===== src/rtl/tree_mgt_arbiter.sv =====
// tree_mgt_arbiter: shares one tree-space token manager between NB_REQ engines.
// Allocations run through a 3-state FSM (IDLE/ALLOC/GRANT).
// Frees run through an independent single-entry buffer.
// Each path has its own round-robin pointer.
// A saturating usage counter tracks live tokens; a sticky flag records frees seen at zero.
module tree_mgt_arbiter #(
  parameter int TOKEN_WIDTH = 8,
  parameter int NB_REQ      = 2
) (
  input  logic                          aclk,
  input  logic                          srst,
  input  logic [NB_REQ-1:0]             eng_req_valid,
  output logic [NB_REQ-1:0]             eng_req_ready,
  output logic [TOKEN_WIDTH-1:0]        eng_req_addr,
  input  logic [NB_REQ-1:0]             eng_free_valid,
  output logic [NB_REQ-1:0]             eng_free_ready,
  input  logic [NB_REQ*TOKEN_WIDTH-1:0] eng_free_addr,
  output logic                          mgt_req_valid,
  input  logic                          mgt_req_ready,
  input  logic [TOKEN_WIDTH-1:0]        mgt_req_addr,
  output logic                          mgt_free_valid,
  input  logic                          mgt_free_ready,
  output logic [TOKEN_WIDTH-1:0]        mgt_free_addr,
  input  logic                          mgt_full,
  output logic [TOKEN_WIDTH:0]          tokens_used,
  output logic                          free_err
);
  localparam int PW = (NB_REQ > 1) ? $clog2(NB_REQ) : 1;
  localparam logic [TOKEN_WIDTH:0] USED_MAX = {1'b1, {TOKEN_WIDTH{1'b0}}};

  typedef enum logic [1:0] {IDLE, ALLOC, GRANT} state_e;

  state_e                 state_q, state_d;
  logic [PW-1:0]          win_q, win_d;
  logic [PW-1:0]          aptr_q, aptr_d;
  logic [PW-1:0]          fptr_q, fptr_d;
  logic [TOKEN_WIDTH-1:0] tok_q, tok_d;
  logic [TOKEN_WIDTH-1:0] fbuf_q, fbuf_d;
  logic                   fbuf_full_q, fbuf_full_d;
  logic [TOKEN_WIDTH:0]   used_q, used_d;
  logic                   err_q, err_d;

  logic                   grant;
  logic                   free_hs;
  logic [PW-1:0]          fwin;
  logic [NB_REQ-1:0][TOKEN_WIDTH-1:0] free_addr_arr;

  assign free_addr_arr = eng_free_addr;

  // First active request at or after ptr, wrapping modulo NB_REQ.
  function automatic logic [PW-1:0] rr_pick(input logic [NB_REQ-1:0] v,
                                            input logic [PW-1:0]     ptr);
    logic [PW-1:0] pick;
    logic          found;
    int            idx;
    pick  = '0;
    found = 1'b0;
    for (int k = 0; k < NB_REQ; k++) begin
      idx = (int'(ptr) + k) % NB_REQ;
      if (!found && v[idx]) begin
        found = 1'b1;
        pick  = PW'(idx);
      end
    end
    return pick;
  endfunction

  // Pointer successor with wrap at NB_REQ-1 (NB_REQ need not be a power of two).
  function automatic logic [PW-1:0] ptr_inc(input logic [PW-1:0] p);
    return (p == PW'(NB_REQ - 1)) ? '0 : p + 1'b1;
  endfunction

  // Allocation FSM: pick a winner, hold the manager request, then present the token for one cycle.
  always_comb begin
    state_d       = state_q;
    win_d         = win_q;
    tok_d         = tok_q;
    aptr_d        = aptr_q;
    mgt_req_valid = 1'b0;
    eng_req_ready = '0;
    eng_req_addr  = '0;
    grant         = 1'b0;
    case (state_q)
      IDLE: begin
        if (|eng_req_valid && !mgt_full) begin
          win_d   = rr_pick(eng_req_valid, aptr_q);
          state_d = ALLOC;
        end
      end
      ALLOC: begin
        mgt_req_valid = 1'b1;
        if (mgt_req_ready) begin
          tok_d   = mgt_req_addr;
          state_d = GRANT;
        end
      end
      GRANT: begin
        for (int i = 0; i < NB_REQ; i++) eng_req_ready[i] = (win_q == PW'(i));
        eng_req_addr = tok_q;
        grant        = 1'b1;
        aptr_d       = ptr_inc(win_q);
        state_d      = IDLE;
      end
      default: state_d = IDLE;
    endcase
  end

  // Free buffer: accept one engine while empty, present to the manager while full.
  always_comb begin
    fbuf_d         = fbuf_q;
    fbuf_full_d    = fbuf_full_q;
    fptr_d         = fptr_q;
    eng_free_ready = '0;
    mgt_free_valid = fbuf_full_q;
    mgt_free_addr  = fbuf_full_q ? fbuf_q : '0;
    fwin           = rr_pick(eng_free_valid, fptr_q);
    if (fbuf_full_q) begin
      if (mgt_free_ready) fbuf_full_d = 1'b0;
    end else if (|eng_free_valid && !srst) begin
      // The acceptance is withheld during reset so that no engine sees its free taken and then lost.
      for (int i = 0; i < NB_REQ; i++) eng_free_ready[i] = (fwin == PW'(i));
      fbuf_d      = free_addr_arr[fwin];
      fbuf_full_d = 1'b1;
      fptr_d      = ptr_inc(fwin);
    end
  end

  // Usage counter: a grant and a free in the same cycle cancel; saturates at both ends.
  always_comb begin
    free_hs = mgt_free_valid & mgt_free_ready;
    used_d  = used_q;
    err_d   = err_q;
    if (free_hs && used_q == '0) err_d = 1'b1;
    if (grant && !free_hs) begin
      if (used_q != USED_MAX) used_d = used_q + 1'b1;
    end else if (free_hs && !grant) begin
      if (used_q != '0) used_d = used_q - 1'b1;
    end
  end

  // State registers with synchronous reset.
  always_ff @(posedge aclk) begin
    if (srst) begin
      state_q     <= IDLE;
      win_q       <= '0;
      aptr_q      <= '0;
      fptr_q      <= '0;
      tok_q       <= '0;
      fbuf_q      <= '0;
      fbuf_full_q <= 1'b0;
      used_q      <= '0;
      err_q       <= 1'b0;
    end else begin
      state_q     <= state_d;
      win_q       <= win_d;
      aptr_q      <= aptr_d;
      fptr_q      <= fptr_d;
      tok_q       <= tok_d;
      fbuf_q      <= fbuf_d;
      fbuf_full_q <= fbuf_full_d;
      used_q      <= used_d;
      err_q       <= err_d;
    end
  end

  assign tokens_used = used_q;
  assign free_err    = err_q;

endmodule


===== config.mk =====
export PLATFORM = sky130hd
export DESIGN_NAME = tree_mgt_arbiter
export DESIGN_NICKNAME = d
export VERILOG_FILES = /design/src/rtl/tree_mgt_arbiter.sv
export SDC_FILE = /design/constraint.sdc
export NUM_CORES = 1
export LEC_CHECK = 0
export CELL_PAD_IN_SITES_DETAIL_PLACEMENT = 0
export CELL_PAD_IN_SITES_GLOBAL_PLACEMENT = 1
export CORE_MARGIN = 4
export CORE_UTILIZATION = 33
export CTS_BUF_LIST = sky130_fd_sc_hd__clkbuf_8
export CTS_CLUSTER_SIZE = 28
export DETAILED_ROUTE_END_ITERATION = 8
export PLACE_DENSITY_LB_ADDON = 0.1
export SYNTH_ARGS = -nofsm -noshare
export SYNTH_HDL_FRONTEND = slang
export SYNTH_SLANG_ARGS = --single-unit

===== constraint.sdc =====
create_clock -name aclk -period 3.5 [get_ports aclk]
set_input_delay 0.7 -clock aclk [delete_from_list [all_inputs] [get_ports aclk]]
set_output_delay 0.7 -clock aclk [all_outputs]
set_load 0.01 [all_outputs]

==> impl_summary.log, run 1 <==
[metrics] run status: completed
[metrics] clock root buffer: sky130_fd_sc_hd__clkbuf_8
[metrics] final sum of negative setup slack: 0 ps
[metrics] post-route design area: 2546 µm²
[metrics] cell area after synthesis: 1732 µm²
[metrics] Syn Nets: 245
[metrics] buffer count from post-CTS setup fixing: 0
[metrics] leading cell type in the layout, fill and taps excluded: sky130_fd_sc_hd__clkdlybuf4s50_1
[metrics] hold buffer count at CTS: 0
[metrics] number of violations reported at the end of detailed-routing iteration 0: ~60
[metrics] arrival time reported for the critical path endpoint: 3210 ps
[metrics] worst hold path class: reg2reg
[metrics] highest clock frequency the design can meet: 329.0 MHz
[metrics] type of the worst setup path: in2reg
[metrics] Pre-Repair DR Iteration Count: 4
[metrics] sum of met3 wire segment lengths after detailed routing: 375 µm
[metrics] grt total ovfl: 0
[metrics] Die ar.: 6471 µm²
[metrics] Inserted Clock Buffers: 5
[metrics] number of enable flip-flop cells after synthesis: 0
[metrics] worst hold path cell count: 2
[metrics] CTS HTree Levels: 2
[metrics] number of routed nets with antenna violations: 0
[metrics] unrepaired setup endpoints after global routing: false
[metrics] number of rows created at floorplan: 26
[metrics] Avg WL per Cell: 13.24 µm
[metrics] chip height: 80.44 µm
[metrics] Final Max Tran Viols: 0
[metrics] maximum buffer depth of the clock tree: 2
[metrics] Worst Path Max Fanout: 8
[metrics] GRT Util Overall: between 10 and 15%
[metrics] metal1 wirelength: 1999 µm
[metrics] number of sinks on the clock net: 32
[metrics] Die X-Extent: between 80 and 90 µm
[metrics] cells resized by post-CTS repair: 0
[metrics] number of unique standard cell types used by synthesis: 38
[metrics] final estimated routing congestion in global placement: 0.7504
[metrics] element type at the critical path end: flip-flop
[metrics] via count of the first global-routing pass: between 1500 and 2000
[metrics] final period demand of the worst path: 3040 ps
[metrics] clock slew at reported path FFs: 70 ps
[metrics] Synth async-reset ratio: 0%
[metrics] start of the worst register-to-register path: mgt_free_valid
[metrics] number of antenna violations at the first check in global routing: 0
[metrics] layout overhead on the synthesized area: 47.04%
[metrics] Pwr Density: 650.3 nW/µm²
[metrics] Hold Startpoint: tok_q[1]
[metrics] final wirelength: roughly 4500 µm
[metrics] met2 wire length: around 2100 µm
[metrics] Highest Signal Layer: met4
[metrics] Final Hold Violating Endpoints: 0
[metrics] total number of nets in the final design: 312
[metrics] number of maximum-capacitance constraint violations: 0
[metrics] number of register bits inferred by synthesis: 32
[metrics] largest vdd supply drop: 268.4 µV
[metrics] hold slack: around 450 ps
[metrics] Seq/Total Area, Yosys: 36.99%
[metrics] Most used DFF post-synth: sky130_fd_sc_hd__dfxtp_1
[metrics] dpl cell area: approximately 2500 µm²
[metrics] synthesized instance count: 203
[metrics] number of DRC violations after detailed routing: 0
[metrics] share of cells above drive strength 1: ~7%
[metrics] TritonCTS clock tree: done
[metrics] maximum number of pins on one net before global-route repair: 37
[metrics] detailed placement HPWL: between 3000 and 4000 µm
[metrics] Worst Hold End: tok_q[1]
[metrics] initial core utilization: 33.90%
[metrics] Register-to-Register Setup Slack: 730 ps
[metrics] worst-case headroom to the max-slew limit: between 50% and 60%
[metrics] antenna fix cells: 0
[metrics] clock skew after layout: 4.024 ps
[metrics] transition time at the pin with the least slew margin: ~690 ps
[metrics] core footprint: 5107 µm²
[metrics] leakage power figure: 0.9550 nW
[metrics] vias post-DR: roughly 1700
[metrics] mean instance size in the synthesized netlist: 8.530 µm²
[metrics] required arrival time at the worst endpoint: between 3000 and 4000 ps
[metrics] IO Port Bufs: 64
[metrics] final clock period utilization by the worst path: between 80% and 90%
[metrics] worst r2r path cells: 9
[metrics] I/O Pins: 65
[metrics] clock latency on the worst-skew pair: 280 ps
[metrics] category of the worst setup path launch point: input pin
[metrics] Vias/cell: 4.988
[metrics] first-pass GRT wire length: 7590 µm
[metrics] synthesis warning total: 0
[metrics] most used cells in the layout excluding fill and tap cells: sky130_fd_sc_hd__clkdlybuf4s50_1, sky130_fd_sc_hd__dfxtp_1, sky130_fd_sc_hd__nor2_1
[metrics] final-report setup violation count: 0
[metrics] r2r endpoint: tokens_used[8]
-- cells in the mapped netlist (2+ instances only) --
library cell                n  share of area, %
sky130_fd_sc_hd__mux2i_1    4               2.3
sky130_fd_sc_hd__nand2b_1   6               2.2
sky130_fd_sc_hd__clkbuf_1   5               1.1
sky130_fd_sc_hd__inv_1      6               1.3
sky130_fd_sc_hd__ha_1       8               5.8
sky130_fd_sc_hd__o21ai_1    2              0.58
sky130_fd_sc_hd__a21oi_2    2               1.0
sky130_fd_sc_hd__xnor2_1    3               1.5
sky130_fd_sc_hd__buf_2      2              0.58
sky130_fd_sc_hd__a21oi_1   14               4.0
sky130_fd_sc_hd__nand3b_1   2              0.87
sky130_fd_sc_hd__nor3_1     6               1.7
sky130_fd_sc_hd__o21a_1     3               1.3
sky130_fd_sc_hd__nor2_1    23               5.0
sky130_fd_sc_hd__dfxtp_1   32                37
sky130_fd_sc_hd__a222oi_1   8               4.6
sky130_fd_sc_hd__o21ai_0    6               1.7
sky130_fd_sc_hd__nor4_4     2               2.5
sky130_fd_sc_hd__nor2b_1    4               1.4
sky130_fd_sc_hd__a311oi_1   2               1.0
sky130_fd_sc_hd__and2_1    18               6.5
sky130_fd_sc_hd__nand3_1    9               2.6
sky130_fd_sc_hd__nand2_1   18               3.9
sky130_fd_sc_hd__a211oi_1   4               1.7
-- logic make-up (layout without fill, tap and decap cells) --
family / count (synthesis) / count (layout) / share of synthesized area, %
simple gates: 90 / 90 / 27.60
xor+xnor: 3 / 3 / 1.518
flops: 32 / 32 / 36.99
buf+inv: 15 / 83 / 3.829
mux: 5 / 5 / 2.962
fa+ha+maj: 9 / 9 / 6.937
compound gates: 49 / 49 / 20.16
-- worst max-delay path by stage --
stage / depth (start not counted) / slack [ps] / to / startpoint
final: 10 / 460 / tokens_used[8] / mgt_free_ready
after global placement: 10 / 180 / tokens_used[8] / mgt_free_ready
after global routing: 10 / 330 / tokens_used[8] / mgt_free_ready
after detailed placement: 10 / 160 / tokens_used[8] / mgt_free_ready
after CTS: 10 / 460 / tokens_used[8] / mgt_free_ready
after floorplan: 9 / 850 / tokens_used[8] / mgt_free_ready
-- worst max-delay path: stages --
cell and delay [ps]:
sky130_fd_sc_hd__clkdlybuf4s50_1 470, sky130_fd_sc_hd__nand2_1 70, sky130_fd_sc_hd__ha_1 260, sky130_fd_sc_hd__inv_1 250, sky130_fd_sc_hd__ha_1 330, sky130_fd_sc_hd__nor2b_1 160, sky130_fd_sc_hd__o31a_1 270, sky130_fd_sc_hd__o21ai_2 150
sky130_fd_sc_hd__mux2i_1 200, sky130_fd_sc_hd__mux2_1 320
-- per-layer routing --
layer  global-route usage (%)  vias up
met5                        0        -
met4                    3.547        0
met3                    5.830        3
met2                    23.68       48
met1                    18.68      787
li1                         -      863
-- state kept, by name (all words and copies together) (netlist names) --
register / cells
tokens_used: 9
fbuf_q: 8
tok_q: 8
state_q: 2
aptr_q: 1
fptr_q: 1
free_err: 1
mgt_free_valid: 1
win_q: 1
-- stage by stage --
step | total power, mW | setup slack [ps] | util [%] | instances
after CTS | 1.682 | 458.3 | 49.85 | 341
final | 1.656 | 460.5 | 49.85 | 341
after global placement | 1.378 | 176.4 | 48.04 | 333
after global routing | 1.804 | 327.3 | 49.85 | 341
after detailed placement | 1.376 | 156.7 | 48.04 | 333
after floorplan | 1.123 | 852.7 | - | 203
-- power breakdown --
group	leakage [nW]	switching, mW	internal, mW
clock network	0.0510	0.138	0.157
logic	0.643	0.402	0.449
registers	0.261	0.0844	0.425
total	0.955	0.625	1.03
-- area by class of cell --
cell class / instances / area, µm²
clock buffer: 6 / 82.58
tap: 70 / 87.58
multi-input combinational: 156 / 1025
inverter: 6 / 22.52
clock inverter: 2 / 10.01
fill: 525 / 2561
timing repair buffer: 69 / 678.2
sequential: 32 / 640.6
Power figures use the tool's default switching activity.
==> inputs of run 2 (changes only) <==
--- a/config.mk
+++ b/config.mk
@@ -12,7 +12,8 @@
 export CTS_BUF_LIST = sky130_fd_sc_hd__clkbuf_8
 export CTS_CLUSTER_SIZE = 28
 export DETAILED_ROUTE_END_ITERATION = 8
-export PLACE_DENSITY_LB_ADDON = 0.1
+export PLACE_DENSITY = 0.92
+export SETUP_SLACK_MARGIN = 0.15
 export SYNTH_ARGS = -nofsm -noshare
 export SYNTH_HDL_FRONTEND = slang
 export SYNTH_SLANG_ARGS = --single-unit
==> impl_summary.log, run 2 (synthesized netlist as in run 1, its figures left out) <==
[metrics] clock latency on the worst-skew pair: 270 ps (was 280 ps)
[metrics] required arrival time at the worst endpoint: 3650 ps (was 3670 ps)
[metrics] arrival time reported for the critical path endpoint: 3210 ps (about the same)
[metrics] FILL cells: 515 (was 525)
[metrics] largest vdd supply drop: 280.2 µV (was 268.4 µV)
[metrics] number of sinks on the clock net: 32 (unchanged)
[metrics] IO Port Bufs: 64 (unchanged)
[metrics] number of routed nets with antenna violations: 0 (unchanged)
[metrics] detailed placement HPWL: 3283 µm (was 3299 µm)
[metrics] unrepaired setup endpoints after global routing: false (unchanged)
[metrics] final estimated routing congestion in global placement: 0.8664 (was 0.7504)
[metrics] chain of cells forming the critical path: clkdlybuf4s50_1, nand2_1, ha_1, inv_1, ha_1, nor2b_1, o31a_1, o21ai_2, mux2i_1, mux2_1 (unchanged)
[metrics] number of violations reported at the end of detailed-routing iteration 0: 66 (was 61)
[metrics] Pwr Density: 653.4 nW/µm² (was 650.3 nW/µm²)
[metrics] maximum buffer depth of the clock tree: 2 (unchanged)
[metrics] Avg WL per Cell: 12.86 µm (was 13.24 µm)
[metrics] type of the worst setup path: in2reg (unchanged)
[metrics] clock skew after layout: 3.236 ps (was 4.024 ps)
[metrics] final sum of negative setup slack: 0 ps (unchanged)
[metrics] worst hold path class: reg2reg (unchanged)
[metrics] leakage power figure: 0.9543 nW (was 0.9550 nW)
[metrics] category of the worst setup path launch point: input pin (unchanged)
[metrics] number of rows created at floorplan: 26 (unchanged)
[metrics] chip height: 80.44 µm (unchanged)
[metrics] worst r2r path cells: 9 (unchanged)
[metrics] I/O Pins: 65 (unchanged)
[metrics] via count of the first global-routing pass: 1591 (was 1624)
[metrics] first-pass GRT wire length: 7086 µm (was 7590 µm)
[metrics] run status: completed (unchanged)
[metrics] total number of nets in the final design: 312 (unchanged)
[metrics] highest clock frequency the design can meet: 327.1 MHz (was 329.0 MHz)
[metrics] post-placement setup slack: 140.6 ps (was 156.7 ps)
[metrics] TritonCTS clock tree: done (unchanged)
[metrics] final period demand of the worst path: 3058 ps (was 3040 ps)
[metrics] final wirelength: 4371 µm (was 4514 µm)
[metrics] Pre-Repair DR Iteration Count: 5 (was 4)
[metrics] clock root buffer: sky130_fd_sc_hd__clkbuf_8 (unchanged)
[metrics] Inserted Clock Buffers: 5 (unchanged)
[metrics] hold buffer count at CTS: 0 (unchanged)
[metrics] antenna fix cells: 0 (unchanged)
[metrics] Die X-Extent: 80.44 µm (unchanged)
[metrics] number of antenna violations at the first check in global routing: 0 (unchanged)
[metrics] most used cells in the layout excluding fill and tap cells: sky130_fd_sc_hd__clkdlybuf4s50_1, sky130_fd_sc_hd__dfxtp_1, sky130_fd_sc_hd__nor2_1 (unchanged)
[metrics] cells resized by post-CTS repair: 0 (unchanged)
[metrics] final clock period utilization by the worst path: 87.36% (was 86.84%)
[metrics] Largest register FFs: 9 (unchanged)
[metrics] worst path setup slack after routing: 442.5 ps (was 460.5 ps)
[metrics] layout overhead on the synthesized area: 47.25% (was 47.04%)
[metrics] leading cell type in the layout, fill and taps excluded: sky130_fd_sc_hd__clkdlybuf4s50_1 (unchanged)
[metrics] worst-case headroom to the max-slew limit: 53.58% (was 53.91%)
[metrics] element type at the critical path end: flip-flop (unchanged)
[metrics] vias post-DR: 1668 (was 1701)
[metrics] cell occurring most often along the worst timing path: sky130_fd_sc_hd__ha_1 (unchanged)
[metrics] number of maximum-capacitance constraint violations: 0 (unchanged)
[metrics] GRT Util Overall: 13.86% (was 14.83%)
[metrics] initial core utilization: 33.90% (unchanged)
[metrics] Vias/cell: 4.906 (was 4.988)
[metrics] share of cells above drive strength 1: 6.667% (was 7.011%)
[metrics] core footprint: 5107 µm² (unchanged)
[metrics] worst hold path cell count: 2 (unchanged)
[metrics] buffer count from post-CTS setup fixing: 0 (unchanged)
[metrics] grt total ovfl: 0 (unchanged)
[metrics] Final Hold Violating Endpoints: 0 (unchanged)
[metrics] maximum number of pins on one net before global-route repair: 37 (unchanged)
[metrics] transition time at the pin with the least slew margin: 691.7 ps (was 686.7 ps)
[metrics] slowest CP cell: sky130_fd_sc_hd__clkdlybuf4s50_1 (unchanged)
[metrics] Final Max Tran Viols: 0 (unchanged)
[metrics] CTS HTree Levels: 2 (unchanged)
[metrics] Die ar.: 6471 µm² (unchanged)
[metrics] number of DRC violations after detailed routing: 0 (unchanged)
[metrics] Worst Path Max Fanout: 8 (unchanged)
[metrics] clock slew at reported path FFs: 70 ps (about the same)
[metrics] final-report setup violation count: 0 (unchanged)
[metrics] slowest stage delay, CP: 470 ps (about the same)
==> run 2: final cells by class <==
class / count / area (µm²) / share of cell area (%)
Clock buffer: 7 / 96.34 / 3.778
Multi-Input combinational cell: 156 / 1025 / 40.19
Tap cell: 70 / 87.58 / 3.435
Inverter: 6 / 22.52 / 0.8832
Sequential cell: 32 / 640.6 / 25.12
Timing Repair Buffer: 69 / 678.2 / 26.59
==> run 2: final timing paths <==
| kind | start | end | slack (ps) |
|---|---|---|---|
| setup / recovery | mgt_free_ready | tokens_used[8] | 440 |
| hold / removal | tok_q[4] | tok_q[4] | 450 |
| setup reg to reg | mgt_free_valid | tokens_used[8] | 750 |
| hold reg to reg | tok_q[4] | tok_q[4] | 450 |
==> run 2: layer usage <==
layer	up-vias	share of wire, %	global-route usage, %
met5	-	0	0
met4	0	0.23	3.041
met3	2	6.0	4.260
met2	40	48	23.01
met1	773	46	17.57
li1	853	-	-
==> run 2: worst max-delay path: cells and delay by family <==
family                     cells  cell delay [ps]
adders and majority gates      2              590
and+or+nand+nor                2              230
buffers and inverters          2              710
AOI/OAI and AO/OA              2              420
muxes                          2              560
==> run 2: power breakdown <==
group / leakage, nW / switching [mW] / internal [mW]
logic: 0.643 / 0.406 / 0.450
clock network: 0.0503 / 0.128 / 0.175
registers: 0.261 / 0.0825 / 0.425
==> run 2: metrics by stage <==
stage               area (µm²)  instances  utilization, %  hold slack (ps)  total power [mW]
floorplan                 1732        203               -            431.7             1.123
global placement          2454        333           48.04            438.0             1.366
detailed placement        2454        333           48.04            442.7             1.373
CTS                       2550        340           49.93            451.8             1.688
global route              2550        340           49.93            470.2             1.804
finish                    2550        340           49.93            449.2             1.666
==> inputs of run 3 (changes only) <==
==> constraint.sdc (replaced) <==
create_clock -name aclk -period 3 [get_ports aclk]
set_input_delay 0.6 -clock aclk [delete_from_list [all_inputs] [get_ports aclk]]
set_output_delay 0.6 -clock aclk [all_outputs]
set_load 0.01 [all_outputs]
==> impl_summary.log, run 3 (synthesized netlist as in run 1, its figures left out) <==
[metrics] maximum number of pins on one net before global-route repair: 37 (unchanged)
[metrics] Inserted Clock Buffers: 5 (unchanged)
[metrics] number of rows created at floorplan: 26 (unchanged)
[metrics] TritonCTS clock tree: done (unchanged)
[metrics] sequential share of power: 30.0% (was 30.5%)
[metrics] Pre-Repair DR Iteration Count: 6 (was 5)
[metrics] worst-case headroom to the max-slew limit: 51.85% (was 53.58%)
[metrics] start of the worst register-to-register path: mgt_free_valid (unchanged)
[metrics] required arrival time at the worst endpoint: 3160 ps (was 3650 ps)
[metrics] number of DRC violations after detailed routing: 0 (unchanged)
[metrics] buffer count from post-CTS setup fixing: 0 (unchanged)
[metrics] hold slack: 449.8 ps (was 449.2 ps)
[metrics] final clock period utilization by the worst path: between 80% and 90%
[metrics] Final Hold Violating Endpoints: 0 (unchanged)
[metrics] clock slew at reported path FFs: 70 ps (about the same)
[metrics] IO Port Bufs: 64 (unchanged)
[metrics] Storage cell area: 640.6 µm² (unchanged)
[metrics] final estimated routing congestion in global placement: 0.8457 (was 0.8664)
[metrics] dpl cell area: 2499 µm² (was 2454 µm²)
[metrics] Final Max Tran Viols: 0 (unchanged)
[metrics] I/O Pins: 65 (unchanged)
[metrics] number of violations reported at the end of detailed-routing iteration 0: 89 (was 66)
[metrics] Internal: 1.235 mW (was 1.050 mW)
[metrics] r2r endpoint: tokens_used[8] (unchanged)
[metrics] chip height: 80.44 µm (unchanged)
[metrics] number of routed nets with antenna violations: 0 (unchanged)
[metrics] net load switching power: 0.7505 mW (was 0.6161 mW)
[metrics] share of cells above drive strength 1: 9.747% (was 6.667%)
[metrics] clock latency on the worst-skew pair: 280 ps (was 270 ps)
[metrics] switching portion of total power: 37.79% (was 36.98%)
[metrics] total power after layout: 1.986 mW (was 1.666 mW)
[metrics] Register-to-Register Setup Slack: 470 ps (was 750 ps)
[metrics] Hold Startpoint: tok_q[1] (was tok_q[4])
[metrics] CTS HTree Levels: 2 (unchanged)
[metrics] post-placement setup slack: 4.296 ps (was 140.6 ps)
[metrics] layout overhead on the synthesized area: 49.86% (was 47.25%)
[metrics] highest clock frequency the design can meet: 372.5 MHz
[metrics] Clock power frac: 17.2% (was 18.2%)
[metrics] final period demand of the worst path: 2685 ps
[metrics] Largest register FFs: 9 (unchanged)
[metrics] category of the worst setup path launch point: input pin (unchanged)
[metrics] combinational cell fraction of total power: 52.9% (was 51.3%)
[metrics] worst path setup slack after routing: 315.4 ps (was 442.5 ps)
[metrics] worst r2r path cells: 9 (unchanged)
[metrics] unrepaired setup endpoints after global routing: false (unchanged)
[metrics] antenna fix cells: 0 (unchanged)
[metrics] cells resized by post-CTS repair: 0 (unchanged)
[metrics] detailed placement HPWL: 3453 µm (was 3283 µm)
[metrics] GRT Util Overall: 15.21% (was 13.86%)
[metrics] number of maximum-capacitance constraint violations: 0 (unchanged)
[metrics] Die ar.: 6471 µm² (unchanged)
[metrics] Vias/cell: 5.049 (was 4.906)
[metrics] transition time at the pin with the least slew margin: 717.4 ps (was 691.7 ps)
[metrics] number of sinks on the clock net: 32 (unchanged)
[metrics] worst hold path cell count: 2 (unchanged)
[metrics] area taken by multi-input logic gates: 1028 µm² (was 1025 µm²)
[metrics] leakage power figure: 0.9851 nW (was 0.9543 nW)
[metrics] maximum buffer depth of the clock tree: 2 (unchanged)
[metrics] type of the worst setup path: in2reg (unchanged)
[metrics] Die X-Extent: 80.44 µm (unchanged)
[metrics] post-route design area: 2595 µm² (was 2550 µm²)
[metrics] leading cell type in the layout, fill and taps excluded: sky130_fd_sc_hd__clkdlybuf4s50_1 (unchanged)
[metrics] initial core utilization: 33.90% (unchanged)
[metrics] first-pass GRT wire length: 7700 µm (was 7086 µm)
[metrics] hold buffer count at CTS: 0 (unchanged)
[metrics] number of antenna violations at the first check in global routing: 0 (unchanged)
[metrics] clock root buffer: sky130_fd_sc_hd__clkbuf_8 (unchanged)
[metrics] clock skew after layout: 3.345 ps (was 3.236 ps)
[metrics] worst hold path class: reg2reg (unchanged)
[metrics] final sum of negative setup slack: 0 ps (unchanged)
[metrics] arrival time reported for the critical path endpoint: 2850 ps (was 3210 ps)
[metrics] grt total ovfl: 0 (unchanged)
[metrics] Pwr Density: 765.3 nW/µm² (was 653.4 nW/µm²)
[metrics] total number of nets in the final design: 318 (was 312)
[metrics] run status: completed (unchanged)
[metrics] largest vdd supply drop: 292.1 µV (was 280.2 µV)
[metrics] element type at the critical path end: flip-flop (unchanged)
[metrics] vias post-DR: 1752 (was 1668)
[metrics] final-report setup violation count: 0 (unchanged)
[metrics] FILL cells: 513 (was 515)
[metrics] Avg WL per Cell: 13.19 µm (was 12.86 µm)
[metrics] most used cells in the layout excluding fill and tap cells: sky130_fd_sc_hd__clkdlybuf4s50_1, sky130_fd_sc_hd__dfxtp_1, sky130_fd_sc_hd__nor2_1 (unchanged)
[metrics] Worst Path Max Fanout: 3 (was 8)
[metrics] core footprint: 5107 µm² (unchanged)
[metrics] via count of the first global-routing pass: 1663 (was 1591)
[metrics] final wirelength: 4578 µm (was 4371 µm)
[metrics] Worst Hold End: tok_q[1] (was tok_q[4])
-- run 3: power groups by stage --
| stage | Clock [mW] | Sequential (mW) | Combinational [mW] |
|---|---|---|---|
| after floorplan | 0 | 0.610 | 0.700 |
| after global placement | 0 | 0.604 | 1.03 |
| after detailed placement | 0 | 0.605 | 1.04 |
| after CTS | 0.355 | 0.595 | 1.05 |
| after global routing | 0.374 | 0.608 | 1.17 |
| final | 0.341 | 0.595 | 1.05 |
-- run 3: cell type report --
cell class                      count  share of cell area, %
Inverter                            6                 0.8679
Clock buffer                        6                  3.182
Timing Repair Buffer               75                  27.87
Multi-Input combinational cell    156                  39.63
Tap cell                           70                  3.375
Clock inverter                      2                 0.3857
Sequential cell                    32                  24.69
-- run 3: critical path, stage by stage --
cell and delay [ps]:
sky130_fd_sc_hd__clkdlybuf4s50_1 470, sky130_fd_sc_hd__nand2_1 80, sky130_fd_sc_hd__ha_1 230, sky130_fd_sc_hd__buf_4 150, sky130_fd_sc_hd__fa_1 410, sky130_fd_sc_hd__nor2b_1 170
sky130_fd_sc_hd__o31a_1 190, sky130_fd_sc_hd__o21ai_2 80, sky130_fd_sc_hd__mux2i_1 150, sky130_fd_sc_hd__mux2_1 320
-- run 3: worst max path at each step --
stage	from	to	slack, ps
floorplan	state_q[1]	tokens_used[8]	360
global placement	mgt_free_ready	tokens_used[8]	50
detailed placement	mgt_free_ready	tokens_used[8]	4
CTS	mgt_free_ready	tokens_used[8]	310
global route	mgt_free_ready	tokens_used[8]	180
finish	mgt_free_ready	tokens_used[8]	320
-- run 3: metrics by stage --
stage	instances	util (%)
2_1_floorplan	203	-
3_3_place_gp	339	48.92
3_5_place_dp	339	48.92
4_1_cts	347	50.73
5_1_grt	347	50.81
6_report	347	50.81
-- run 3: metal layers --
metal | vias up | global-route usage, % | share of wire (%)
met5 | - | 0 | 0
met4 | 0 | 5.068 | 1.3
met3 | 8 | 4.148 | 7.3
met2 | 57 | 26.24 | 49
met1 | 816 | 18.10 | 42
li1 | 871 | - | -
